**src/rtl/font_fetch_arbiter.sv**
```systemverilog
// rtl/font_fetch_arbiter.sv - font memory arbiter: fixed-latency display reads plus a handshaked aux reader
module font_fetch_arbiter #(
  parameter int ADDR_WIDTH = 7,
  parameter int ROW_WIDTH  = 8,
  parameter int ROWS       = 16,
  parameter int DATA_WIDTH = ROW_WIDTH * ROWS,
  parameter int ROW_SEL_W  = 4
) (
  input  logic                  clk_i,
  input  logic                  rstn_i,
  input  logic                  disp_req_i,
  input  logic [ADDR_WIDTH-1:0] disp_char_i,
  input  logic [ROW_SEL_W-1:0]  disp_row_i,
  output logic                  disp_valid_o,
  output logic [0:ROW_WIDTH-1]  disp_pixels_o,
  input  logic                  aux_req_valid_i,
  output logic                  aux_req_ready_o,
  input  logic [ADDR_WIDTH-1:0] aux_addr_i,
  output logic                  aux_rsp_valid_o,
  input  logic                  aux_rsp_ready_i,
  output logic [0:DATA_WIDTH-1] aux_rsp_data_o,
  output logic [ADDR_WIDTH-1:0] mem_addr_o,
  input  logic [0:DATA_WIDTH-1] mem_dout_i
);

  localparam int BASE_W = $clog2(DATA_WIDTH);

  localparam logic [1:0] S_IDLE     = 2'd0;
  localparam logic [1:0] S_INFLIGHT = 2'd1;
  localparam logic [1:0] S_RESP     = 2'd2;

  logic [1:0]            r_aux_state;
  logic                  r_disp_pend;
  logic [ROW_SEL_W-1:0]  r_row;
  logic                  r_disp_valid;
  logic [0:ROW_WIDTH-1]  r_disp_pixels;
  logic                  r_aux_rsp_valid;
  logic [0:DATA_WIDTH-1] r_aux_rsp_data;

  logic                  w_aux_ready;
  logic                  w_aux_grant;
  logic [BASE_W-1:0]     w_row_base;

  // Aux may only take the memory when the display is silent and no aux word is outstanding.
  assign w_aux_ready = rstn_i & ~disp_req_i & (r_aux_state == S_IDLE);
  assign w_aux_grant = w_aux_ready & aux_req_valid_i;
  assign w_row_base  = BASE_W'(r_row) * BASE_W'(ROW_WIDTH);

  // Memory address mux: display first, then aux, otherwise park at zero.
  always_comb begin
    mem_addr_o = '0;
    if (disp_req_i) begin
      mem_addr_o = disp_char_i;
    end else if (w_aux_grant) begin
      mem_addr_o = aux_addr_i;
    end
  end

  // Remember which display request owns the word arriving next cycle, and pick its row.
  always_ff @(posedge clk_i) begin
    if (!rstn_i) begin
      r_disp_pend   <= 1'b0;
      r_row         <= '0;
      r_disp_valid  <= 1'b0;
      r_disp_pixels <= '0;
    end else begin
      r_disp_pend  <= disp_req_i;
      r_row        <= disp_row_i;
      r_disp_valid <= r_disp_pend;
      if (r_disp_pend) begin
        r_disp_pixels <= mem_dout_i[w_row_base +: ROW_WIDTH];
      end
    end
  end

  // Aux transaction sequencer: one word outstanding, captured only in the cycle after its grant.
  always_ff @(posedge clk_i) begin
    if (!rstn_i) begin
      r_aux_state     <= S_IDLE;
      r_aux_rsp_valid <= 1'b0;
      r_aux_rsp_data  <= '0;
    end else begin
      case (r_aux_state)
        S_IDLE: begin
          if (w_aux_grant) begin
            r_aux_state <= S_INFLIGHT;
          end
        end
        S_INFLIGHT: begin
          r_aux_rsp_data  <= mem_dout_i;
          r_aux_rsp_valid <= 1'b1;
          r_aux_state     <= S_RESP;
        end
        S_RESP: begin
          if (aux_rsp_ready_i) begin
            r_aux_rsp_valid <= 1'b0;
            r_aux_state     <= S_IDLE;
          end
        end
        default: begin
          r_aux_rsp_valid <= 1'b0;
          r_aux_state     <= S_IDLE;
        end
      endcase
    end
  end

  assign aux_req_ready_o = w_aux_ready;
  assign disp_valid_o    = r_disp_valid;
  assign disp_pixels_o   = r_disp_pixels;
  assign aux_rsp_valid_o = r_aux_rsp_valid;
  assign aux_rsp_data_o  = r_aux_rsp_data;

endmodule
```
**config.mk**
```make
export PLATFORM = sky130hd
export DESIGN_NAME = font_fetch_arbiter
export DESIGN_NICKNAME = d
export VERILOG_FILES = /design/src/rtl/font_fetch_arbiter.sv
export SDC_FILE = /design/constraint.sdc
export NUM_CORES = 1
export LEC_CHECK = 0
export ABC_AREA = 1
export BUFFER_PORTS_ARGS = -buffer_cell sky130_fd_sc_hd__buf_4
export CORE_UTILIZATION = 46
export CTS_CLUSTER_DIAMETER = 80
export DETAILED_ROUTE_END_ITERATION = 10
export GPL_ROUTABILITY_DRIVEN = 0
export PLACE_DENSITY = 0.79
export RECOVER_POWER = 50
export SYNTH_ARGS = -nofsm -noshare
export SYNTH_HDL_FRONTEND = slang
export SYNTH_SLANG_ARGS = --single-unit
```
**constraint.sdc**
```tcl
create_clock -name clk_i -period 1.6 [get_ports clk_i]
set_input_delay 0.32 -clock clk_i [delete_from_list [all_inputs] [get_ports clk_i]]
set_output_delay 0.32 -clock clk_i [all_outputs]
set_load 0.005 [all_outputs]
```
==> flow_summary.ini <==
[sta]
finClkSkew_ps = 7.78
rsz0062_at_grt = yes
fin_ws_ps = -126
relSlewSlack = 0.248
hold_slack_ps = 85.6
drv_slew = 0
tightest_slew_ps = 1130
setup_viol = 7
min_period_ps = 1730
final_hold_viol_count = 0
period_share = 1.08
fmax_mhz = 579

[power_and_ir_drop]
pwr_density_cell_nw_per_um2 = 997
p_leak_nw = 4.77
vdd_drop_max_uv = 582

[flow_run]
max-cap-violations = 0

[setup_path]
crit_chain = inv_2, nand2_2, nor3_4, nand2_2, inv_4, a22o_1, buf_4
cp.depth = 7
cp.buffers_inverters = 3
worst-setup-path-type = flip-flop to output pin
reg2reg_to = aux_rsp_data_o[33]
cp.arrival_ps = 1410
crit_family = flip-flops
max_stage_delay_ps = 320
crit_path_max_fanout = 8
setup.worst_path.start_class = flip-flop
r2r_cells = 7
crit_top_cell = nand2_2
required_ps = 1280
cpMaxStageDelayCell = dfxtp_2
r2r-start = r_aux_state[0]
cp-endpoint = mem_addr_o[0]
r2r_slack_ps = 120
startpoint = r_aux_state[0]
endpoint_kind = output pin

[yosys]
synth_xor_area_frac = 0
synthCells = 930
synthMuxAreaShare = 0
synth_top_area_cell = dfxtp_1
synth_cell_types = 21
synth_top_area_frac = 0.458
synth.top_cells.by_area = dfxtp_1 46%, nor2_1 16%, nand2_1 10%
synthesis.nets = 1081
yosysWarnings = 0
syn_avg_cell_area_um2 = 6.81
synth-simple-area-share = 0.351
yosysSeqAreaShare = 0.458
synth_fa_ha_area_frac = 0
ys_seq_elements = 145
synth_area_um2 = 6330
synth_top_family_by_area = simple AND/OR/NAND/NOR gates
synth-compound-area-share = 0.113

[drt]
drc = 0
viasPerCell = 5.08
drtIter0Drc = 564
post_drt_wl_per_cell_um = 15.4
antenna_left = 0
wl_mm = 21.4
dr.pass1.iters = 5
vias = 7057

[die]
die_y_um = 119
die-width_um = 119
floorplan.initialDensity = 0.474
row_count = 42
top_level_ports = 297
coreArea_um2 = 13300
dieArea_um2 = 14200

[global_routing]
grtUsageTotal = 0.300
grt_max_degree = 75
grt_pass1_wl_mm = 33.8
antenna_found_initial = 0
first_global_vias = 6544
gr-total-overflow = 0

[place]
dpl.hpwl_mm = 15.5
dp_slack_ps = 83.0
portBuffers = 296

[cts]
clock_latency_ps = 420
clockBufferDepth = 2
cts.sinks = 145
clk_pin_slew_ps = 60
root_buffer = clkbuf_16
cts_tree = built
cts_max_level = 4
numCtsBuffers = 17
cts_hold_buf = 0

[layout]
post-route-util = 0.694
nNetsFinal = 1353
nFillCells = 1155
drive_above_1_share = 0.301
areaGrowthSynthToFinish_pct = 46.3
n_antenna_cell = 0

[status]
violations = negative setup slack
status = complete, but fails checks

[min_path]
hp-class = input port to flip-flop
min_path_cells = 3
-- cell type report --
class	count	area, um^2	area share
clock buffer	18	429	0.0463
clock inverter	13	141	0.0153
inverter	22	87.6	0.00946
multi-input combinational	693	2960	0.320
sequential	145	2910	0.314
tap	176	220	0.0238
timing repair buffer	323	2510	0.271
-- cell usage after synthesis, drive strengths merged --
| cell type | count |
|---|---|
| a211oi | 1 |
| a21oi | 1 |
| a22o | 7 |
| buf | 53 |
| clkbuf | 17 |
| clkinv | 2 |
| dfxtp | 145 |
| inv | 20 |
| nand2 | 176 |
| nand3 | 104 |
| nand3b | 1 |
| nor2 | 274 |
| nor3 | 1 |
| o21ai | 128 |
-- cells by family (layout without fill, tap and decap cells) --
kind of cell / Yosys count / after routing
AO/OA/AOI/OAI: 137 / 137
buffers and inverters: 92 / 376
flip-flops: 145 / 145
AND/OR/NAND/NOR: 556 / 556
-- worst min-delay path by stage --
| stage | endpoint | startpoint |
|---|---|---|
| after global routing | r_row[1] | disp_row_i[1] |
| final | r_row[1] | disp_row_i[1] |
| after global placement | aux_rsp_data_o[10] | aux_rsp_data_o[10] |
| after floorplan | r_row[0] | disp_row_i[0] |
| after CTS | r_row[0] | disp_row_i[0] |
| after detailed placement | aux_rsp_valid_o | aux_rsp_valid_o |
-- layout by cell type (no fill, tap or decap), drive strengths merged --
cell / instances
a211oi: 1
a21oi: 1
a22o: 7
buf: 322
bufinv: 2
clkbuf: 19
clkinv: 9
clkinvlp: 3
dfxtp: 145
inv: 21
nand2: 176
nand3: 104
nand3b: 1
nor2: 274
nor3: 1
o21ai: 128
-- state kept, by name (all words and copies together) (netlist names) --
register and flops:
disp_valid_o 1, r_row 4, aux_rsp_data_o 128, disp_pixels_o 8, r_aux_state 2, aux_rsp_valid_o 1
r_disp_pend 1
-- stage by stage --
step                total power [mW]  cell area, um^2  TNS [ps]  instances
finish                          9.23             9260      -764       1390
global route                    9.61             9260     -1780       1390
CTS                             9.29             9280      -849       1391
detailed placement              5.44             8660         0       1357
global placement                5.43             8660         0       1357
floorplan                       4.60             6330         0        930
-- what timing repair did --
| action | 4_1_cts | 5_1_grt |
|---|---|---|
| endpoints found under the setup margin | 8 | 14 |
| setup buffers | 3 | 0 |
| hold endpoints to repair | 0 | 0 |
| resized for setup | 8 | 4 |
| pin swaps | 5 | 1 |
| cloned | 0 | 0 |
-- metal layers --
layer  up-vias  global-route usage  wire, um
met3        35              0.0776      1790
met2       313               0.496     10200
li1       3523                   -         -
met5         -                   0         0
met4         0               0.102       377
met1      3186               0.379      9020
-- where the power goes --
| part | leakage [nW] | internal [mW] | switching, mW |
|---|---|---|---|
| logic | 3.31 | 0.733 | 0.728 |
| registers | 1.19 | 3.80 | 0.112 |
| clock network | 0.272 | 2.29 | 1.57 |
| total | 4.77 | 6.82 | 2.41 |
-- tightest hold or removal path, delay by kind of cell --
| kind | cells | cell delay (ps) |
|---|---|---|
| buf+inv | 2 | 110 |
| simple gates | 1 | 40 |
Power figures use the tool's default switching activity.
